`config.mk`:
```
export PLATFORM = sky130hd
export DESIGN_NAME = cathode_scan_decoder
export DESIGN_NICKNAME = d
export VERILOG_FILES = /design/src/rtl/cathode_scan_decoder.sv
export SDC_FILE = /design/constraint.sdc
export NUM_CORES = 1
export LEC_CHECK = 0
export BUFFER_PORTS_ARGS = -buffer_cell sky130_fd_sc_hd__buf_2
export CAP_MARGIN = 15
export CORE_MARGIN = 8
export CORE_UTILIZATION = 31
export CTS_CLUSTER_SIZE = 16
export DETAILED_ROUTE_END_ITERATION = 6
export GPL_TIMING_DRIVEN = 0
export SYNTH_ARGS = -nofsm -noshare
export SYNTH_HDL_FRONTEND = slang
export SYNTH_SLANG_ARGS = --single-unit
```
`constraint.sdc`:
```
create_clock -name clk -period 7.3 [get_ports clk]
set_input_delay 0.365 -clock clk [delete_from_list [all_inputs] [get_ports clk]]
set_output_delay 0.365 -clock clk [all_outputs]
set_load 0.03 [all_outputs]
```
`src/rtl/cathode_scan_decoder.sv`:
```
// Recovers the BCD frame shown on a multiplexed active-low 7-segment display
// from its anode strobes and cathode bus, publishing one frame per full scan.
module cathode_scan_decoder #(
   parameter int NUM_DIGITS    = 4,
   parameter int STABLE_CYCLES = 4
) (
   input  logic                    clk,
   input  logic                    reset,
   input  logic [NUM_DIGITS-1:0]   anode,
   input  logic [7:0]              cathode,
   output logic [4*NUM_DIGITS-1:0] digits,
   output logic [NUM_DIGITS-1:0]   dp,
   output logic                    valid,
   output logic                    frame_err
);

   localparam int SW = NUM_DIGITS + 8;
   // The incoming sample is compared with the held one, so the first match
   // already covers two samples; capture fires when STABLE_CYCLES have matched.
   localparam logic [7:0] CAP_CNT = 8'(STABLE_CYCLES - 2);

   typedef enum logic {ST_COUNT = 1'b0, ST_HOLD = 1'b1} state_t;

   function automatic logic [4:0] seg_decode(input logic [6:0] seg);
      case (seg)
         7'h40:   seg_decode = {1'b0, 4'd0};
         7'h79:   seg_decode = {1'b0, 4'd1};
         7'h24:   seg_decode = {1'b0, 4'd2};
         7'h30:   seg_decode = {1'b0, 4'd3};
         7'h19:   seg_decode = {1'b0, 4'd4};
         7'h12:   seg_decode = {1'b0, 4'd5};
         7'h02:   seg_decode = {1'b0, 4'd6};
         7'h78:   seg_decode = {1'b0, 4'd7};
         7'h00:   seg_decode = {1'b0, 4'd8};
         7'h10:   seg_decode = {1'b0, 4'd9};
         default: seg_decode = {1'b1, 4'hF};
      endcase
   endfunction

   function automatic logic one_low(input logic [NUM_DIGITS-1:0] a);
      logic [7:0] n;
      n = 8'd0;
      for (int k = 0; k < NUM_DIGITS; k++) begin
         n = n + {7'd0, ~a[k]};
      end
      return (n == 8'd1);
   endfunction

   logic [SW-1:0]           r_cur;
   state_t                  r_state;
   logic [7:0]              r_cnt;
   logic [4*NUM_DIGITS-1:0] r_shadow;
   logic [NUM_DIGITS-1:0]   r_shadow_dp;
   logic [NUM_DIGITS-1:0]   r_shadow_err;
   logic [NUM_DIGITS-1:0]   r_seen;
   logic                    r_pub_pending;

   logic [SW-1:0]           w_sample;
   logic                    w_match;
   logic                    w_legal;
   logic [4:0]              w_dec;
   logic                    w_capture;
   logic [NUM_DIGITS-1:0]   w_cap_mask;
   logic [NUM_DIGITS-1:0]   w_seen_next;

   assign w_sample = {anode, cathode};
   assign w_match  = (w_sample == r_cur);
   assign w_legal  = one_low(r_cur[SW-1:8]);
   assign w_dec    = seg_decode(r_cur[6:0]);

   // Capture decision and the seen set after this edge (a publish clears it first).
   always_comb begin
      w_capture   = 1'b0;
      w_cap_mask  = {NUM_DIGITS{1'b0}};
      w_seen_next = {NUM_DIGITS{1'b0}};
      if ((r_state == ST_COUNT) && w_match && w_legal && (r_cnt == CAP_CNT)) begin
         w_capture  = 1'b1;
         w_cap_mask = ~r_cur[SW-1:8];
      end else begin
         w_capture  = 1'b0;
         w_cap_mask = {NUM_DIGITS{1'b0}};
      end
      if (r_pub_pending) begin
         w_seen_next = w_cap_mask;
      end else begin
         w_seen_next = r_seen | w_cap_mask;
      end
   end

   // Sampling, dwell FSM, shadow capture and frame publish.
   always_ff @(posedge clk) begin
      if (reset) begin
         r_cur         <= {{NUM_DIGITS{1'b1}}, 8'hFF};
         r_state       <= ST_COUNT;
         r_cnt         <= 8'd0;
         r_shadow      <= {(4*NUM_DIGITS){1'b0}};
         r_shadow_dp   <= {NUM_DIGITS{1'b0}};
         r_shadow_err  <= {NUM_DIGITS{1'b0}};
         r_seen        <= {NUM_DIGITS{1'b0}};
         r_pub_pending <= 1'b0;
         digits        <= {(4*NUM_DIGITS){1'b0}};
         dp            <= {NUM_DIGITS{1'b0}};
         valid         <= 1'b0;
         frame_err     <= 1'b0;
      end else begin
         r_cur <= w_sample;
         case (r_state)
            ST_COUNT: begin
               if (w_match && w_legal) begin
                  if (r_cnt == CAP_CNT) begin
                     r_cnt   <= 8'd0;
                     r_state <= ST_HOLD;
                  end else begin
                     r_cnt <= r_cnt + 8'd1;
                  end
               end else begin
                  r_cnt <= 8'd0;
               end
            end
            ST_HOLD: begin
               if (!w_match) begin
                  r_cnt   <= 8'd0;
                  r_state <= ST_COUNT;
               end else begin
                  r_cnt <= 8'd0;
               end
            end
            default: begin
               r_cnt   <= 8'd0;
               r_state <= ST_COUNT;
            end
         endcase
         for (int k = 0; k < NUM_DIGITS; k++) begin
            if (w_cap_mask[k]) begin
               r_shadow[4*k +: 4] <= w_dec[3:0];
               r_shadow_dp[k]     <= ~r_cur[7];
               r_shadow_err[k]    <= w_dec[4];
            end
         end
         r_seen        <= w_seen_next;
         r_pub_pending <= w_capture && (&w_seen_next);
         valid         <= r_pub_pending;
         if (r_pub_pending) begin
            digits    <= r_shadow;
            dp        <= r_shadow_dp;
            frame_err <= |r_shadow_err;
         end
      end
   end

endmodule

```
# == Word-level counts from Yosys, hierarchy flattened ==
# Index checks and enable logic that the tools add are counted.
# word_totals
regBits,72
inputBits,14
out_inout_bits,22
wordCells,64
# op_classes
add_sub_neg,4
n_eq_ne,12
mux,11
bitwise_logic,8
n_reduce_logical,8
# ops
operator,n
5-bit case mux with 10 select lines,1
"7-bit by 5-bit equality test with 1-bit output, second input constant",3
"7-bit equality test, second input constant",3
8-bit two-way mux,2
8-bit case mux with 2 select lines,1
"7-bit by 6-bit equality test with 1-bit output, second input constant",2
12-bit equality test,1
"8-bit by 1-bit adder with 8-bit output, second input constant",1
"8-bit by 2-bit equality test with 1-bit output, second input constant",1
4-bit two-way mux,2
"7-bit by 2-bit equality test with 1-bit output, second input constant",1
7-bit logical NOT,1
1-bit NOT,6
1-bit logical AND,5
3-bit by 1-bit adder with 4-bit output,1
"4-bit by 1-bit equality test with 1-bit output, second input constant",1
1-bit two-way mux,4
4-bit NOT,1
4-bit OR,1
4-bit AND reduction,1
4-bit OR reduction,1
2-bit by 1-bit adder with 3-bit output,1
1-bit by 1-bit adder with 2-bit output,1
1-bit case mux with 2 select lines,1

# == Depth between registers and ports, before layout ==
# logic_depth
depth_word,12
mapped_depth,9
ltp_nobuf,9

# == Least setup slack after synthesis ==
# Ideal clock, no wire load.
# synth_path
path_kind,register to register
from,register r_cur[8]
to,register r_shadow[14]
setup_time_ns,0.128
arrival_ns,2.680
slack_ns,4.492
path_stages_with_launch,10
n_path_buf,0
cell_sequence,dfxtp_1 > fa_1 > inv_1 > ha_1 > ha_1 > nor4b_4 > nand4b_1 > nor4_4 > mux2i_1 > nor2_1
# synth_between
elab_chain_len,8
word_cells_on_any_way,10
classes_between,add/sub (3); eq/ne (2); mux (1); bitwise (1); reduce/logical (3)
# synth_lines
item,line_no,source
"start, declared",49,logic [SW-1:0] r_cur;
"start signal, assigned",93,"r_cur <= {{NUM_DIGITS{1'b1}}, 8'hFF};"
"start signal, assigned",106,r_cur <= w_sample;
1-bit NOT,44,"n = n + {7'd0, ~a[k]};"
1-bit by 1-bit adder with 2-bit output,44,
2-bit by 1-bit adder with 3-bit output,44,
3-bit by 1-bit adder with 4-bit output,44,
4-bit by 1-bit equality test with 1-bit output,46,return (n == 8'd1);
1-bit logical AND (*) (2 in a row),76,if ((r_state == ST_COUNT) && w_match && w_legal && (r_cnt == CAP_CNT)) begin
4-bit two-way mux (*),76,
"end signal, assigned",96,r_shadow <= {(4*NUM_DIGITS){1'b0}};
"end signal, assigned by index",135,r_shadow[4*k +: 4] <= w_dec[3:0];
"end, declared",52,logic [4*NUM_DIGITS-1:0] r_shadow;
# Mark *: on every way between the ends. The rest lies on a longest branch, timed or not.
# A chain may end at the register's enable or synchronous reset.

# == Worst setup path in the final report ==
# layout_path
from,register r_cur[8]
to,register r_shadow_dp[3]
# layout_between
elab_chain_len,8
word_cells_on_any_way,10
classes_between,add/sub (3); eq/ne (2); mux (1); bitwise (1); reduce/logical (3)
# layout_lines
item,line_no,source
1-bit NOT,44,
1-bit by 1-bit adder with 2-bit output,44,
2-bit by 1-bit adder with 3-bit output,44,
3-bit by 1-bit adder with 4-bit output,44,
4-bit by 1-bit equality test with 1-bit output,46,
1-bit logical AND (*) (2 in a row),76,
4-bit two-way mux (*),76,
"end signal, assigned",97,r_shadow_dp <= {NUM_DIGITS{1'b0}};
"end signal, assigned by index",136,r_shadow_dp[k] <= ~r_cur[7];
"end, declared",53,logic [NUM_DIGITS-1:0] r_shadow_dp;
# Marks and branches as above.

==> impl_metrics.env <==
export IMPL_p_leak_nw=1.37
export IMPL_die_w_um=116
export IMPL_synth_area_mm2=0.00311
export IMPL_synth_seq_area_share_pct=46.3
export IMPL_fin_tns_setup_ps=0
export IMPL_hold_violations=0
export IMPL_clock_latency_ps=340
export IMPL_p_per_area_mw_per_mm2=201
export IMPL_synthCells=304
export IMPL_synth_top_area_cell="dfxtp_1"
export IMPL_syn_nets=323
export IMPL_drv_slew=0
export IMPL_fin_nets=368
export IMPL_place_gp_congestion=0.802
export IMPL_start_util_pct=31.9
export IMPL_vias=2232
export IMPL_ant_nets=0
export IMPL_finalWorstSetupSlack_ps=4050
export IMPL_worst_setup_path_start_kind="flop"
export IMPL_path_cells="fa_1 > inv_1 > ha_1 > ha_1 > nor4b_4 > nand4b_1 > nor4_4 > mux2i_1 > nor2_1"
export IMPL_vias_per_cell=4.58
export IMPL_drt_iter0_markers=81
export IMPL_yosysWarnings=0
export IMPL_placed_area_mm2=0.00345
export IMPL_cts_root_buf="clkbuf_8"
export IMPL_tritoncts="done"
export IMPL_nFillCells=1009
export IMPL_crit_fanout=10
export IMPL_ir_drop_mv=0.0929
export IMPL_grt_pass1_wl_mm=11.3
export IMPL_clkTransAtPathRegs_ps=80
export IMPL_numCtsBuffers=9
export IMPL_synthTopCellsByCount="dfxtp_1 (72), nor2_1 (59), mux2i_1 (32)"
export IMPL_n_antenna_cell=0
export IMPL_drive_gt1_share_pct=24.0
export IMPL_synth_top_cell_area_share_pct=46.3
export IMPL_crit_required_ps=7510
export IMPL_crit_path_max_incr_delay_ps=610
export IMPL_arrival_ps=3470
export IMPL_min_period_ps=3250
export IMPL_ioPinCount=36
export IMPL_finalCritPeriodShare_pct=44.6
export IMPL_track_usage_pct=10.7
export IMPL_relSlewSlack_pct=41.9
export IMPL_postCtsHoldBufs=0
export IMPL_ys_flop_type="dfxtp_1"
export IMPL_grt_max_degree=14
export IMPL_stdcell_area_mm2=0.00362
export IMPL_cpMostUsedCell="ha_1"
export IMPL_setup_viol_count_final=0
export IMPL_cp_end_kind="flop"
export IMPL_area_growth_pct=16.4
export IMPL_ys_types=47
export IMPL_rsz0062_at_grt="false"
export IMPL_cts_resized=0
export IMPL_drt_wl_total_mm=6.74
export IMPL_drcViolationCount=0
export IMPL_antenna_found_initial=0
export IMPL_status="finished, final reports clean"
export IMPL_core_area_mm2=0.00977
export IMPL_ys_async_sr_fraction_pct=0
export IMPL_tightest_slew_ps=866
export IMPL_fin_skew_ps=7.83
export IMPL_drv_cap=0
export IMPL_gr_total_overflow=0
export IMPL_power_total_uw=729
export IMPL_portBuffers=34
export IMPL_clk_path_buf_depth=2
export IMPL_htree_levels=3
export IMPL_ys_seq_elements=72
export IMPL_dieHeight_um=116
export IMPL_post_place_ws_ps=4080
export IMPL_first_pass_iters=4
export IMPL_clock_sinks=72
export IMPL_wire_per_inst_um=13.8
export IMPL_synth_edf_count=0
export IMPL_synth_most_common_cell="dfxtp_1"
export IMPL_hpwl_mm=4.96
export IMPL_post_cts_repair_setup_buffers=0
export IMPL_syn_area_per_cell_um2=10.2
export IMPL_dieArea_mm2=0.0135
export IMPL_grt_pass1_vias=2285
export IMPL_clock_fmax_ghz=0.307
export IMPL_synth_area_top_cells="dfxtp_1 (46%), mux2i_1 (10%), nor2_1 (7.1%)"
export IMPL_hp_class="in2reg"
export IMPL_cp_slowest_cell="nor4_4"
export IMPL_fp_row_count=36
export IMPL_crit_type="reg2reg"
==> placed cells by master (no fill, tap or decap), types with 4 or more instances in the layout <==
cell	netlist	layout
dfxtp_1	72	72
nor2_1	59	59
buf_2	4	38
mux2i_1	32	32
xnor2_1	13	13
a211oi_1	13	13
or2_2	12	12
clkbuf_1	9	10
clkbuf_8	0	9
inv_1	8	8
nand2_1	7	7
nand3_1	5	5
a21oi_1	5	5
nand2b_1	5	5
xor2_1	4	4
nand4b_1	4	4
nor4_4	4	4
ha_1	4	4
==> flip-flops by register name, summed over array words and instances, names as in the netlist <==
| signal | cells |
|---|---|
| digits | 16 |
| dp | 4 |
| frame_err | 1 |
| r_cnt | 8 |
| r_cur | 12 |
| r_pub_pending | 1 |
| r_seen | 4 |
| r_shadow | 16 |
| r_shadow_dp | 4 |
| r_shadow_err | 4 |
| r_state | 1 |
| valid | 1 |
==> power by group <==
part	switching [mW]	internal (mW)	leakage, nW
Clock	0.153	0.125	0.0842
Sequential	0.00245	0.396	0.583
Combinational	0.0316	0.0211	0.704
==> area by class of cell <==
cell class	count	area, um2	area share, %
plain buffers	17	83.8	2.31
clock buffers	10	128	3.52
clock inverters	6	45.0	1.24
inverters	8	30.0	0.829
multi-input cells	207	1560	43.0
flip-flops and latches	72	1440	39.8
well taps	133	166	4.59
repair buffers	34	170	4.70
==> routing by layer <==
metal | global-route usage [%] | vias up | routed length [um]
li1 | - | 1140 | -
met1 | 13.2 | 1042 | 3250
met2 | 17.8 | 40 | 3210
met3 | 1.81 | 10 | 153
met4 | 5.10 | 0 | 125
met5 | 0 | - | 0
==> worst max-delay path, delay by kind of cell (launching register included) <==
family | cells | cell delay, ps
DFF | 1 | 370
buffers and inverters | 1 | 40
and+or+nand+nor | 4 | 1400
adders and majority gates | 3 | 1040
muxes | 1 | 280
==> cell families after synthesis <==
logic type | share of synthesized area, %
simple gates | 24.7
flops | 46.3
xor+xnor | 5.83
compound gates | 6.95
mux | 10.3
buf+inv | 3.66
fa+ha+maj | 2.25
==> through the flow <==
step	hold WS, ps	instances	utilization [%]
final	234	487	37.1
after CTS	222	487	37.1
after floorplan	437	304	-
after global routing	237	487	37.1
after global placement	454	471	35.3
after detailed placement	457	471	35.3
==> final timing paths <==
path,depth (start not counted),to,startpoint,slack [ps]
hold reg to reg,1,r_cnt[0],r_cnt[0],480
hold / removal,2,r_cur[4],cathode[4],230
setup / recovery,9,r_shadow_dp[3],r_cur[8],4050
setup reg to reg,9,r_shadow_dp[3],r_cur[8],4050
Note: power is estimated with default switching activity, not from simulation.
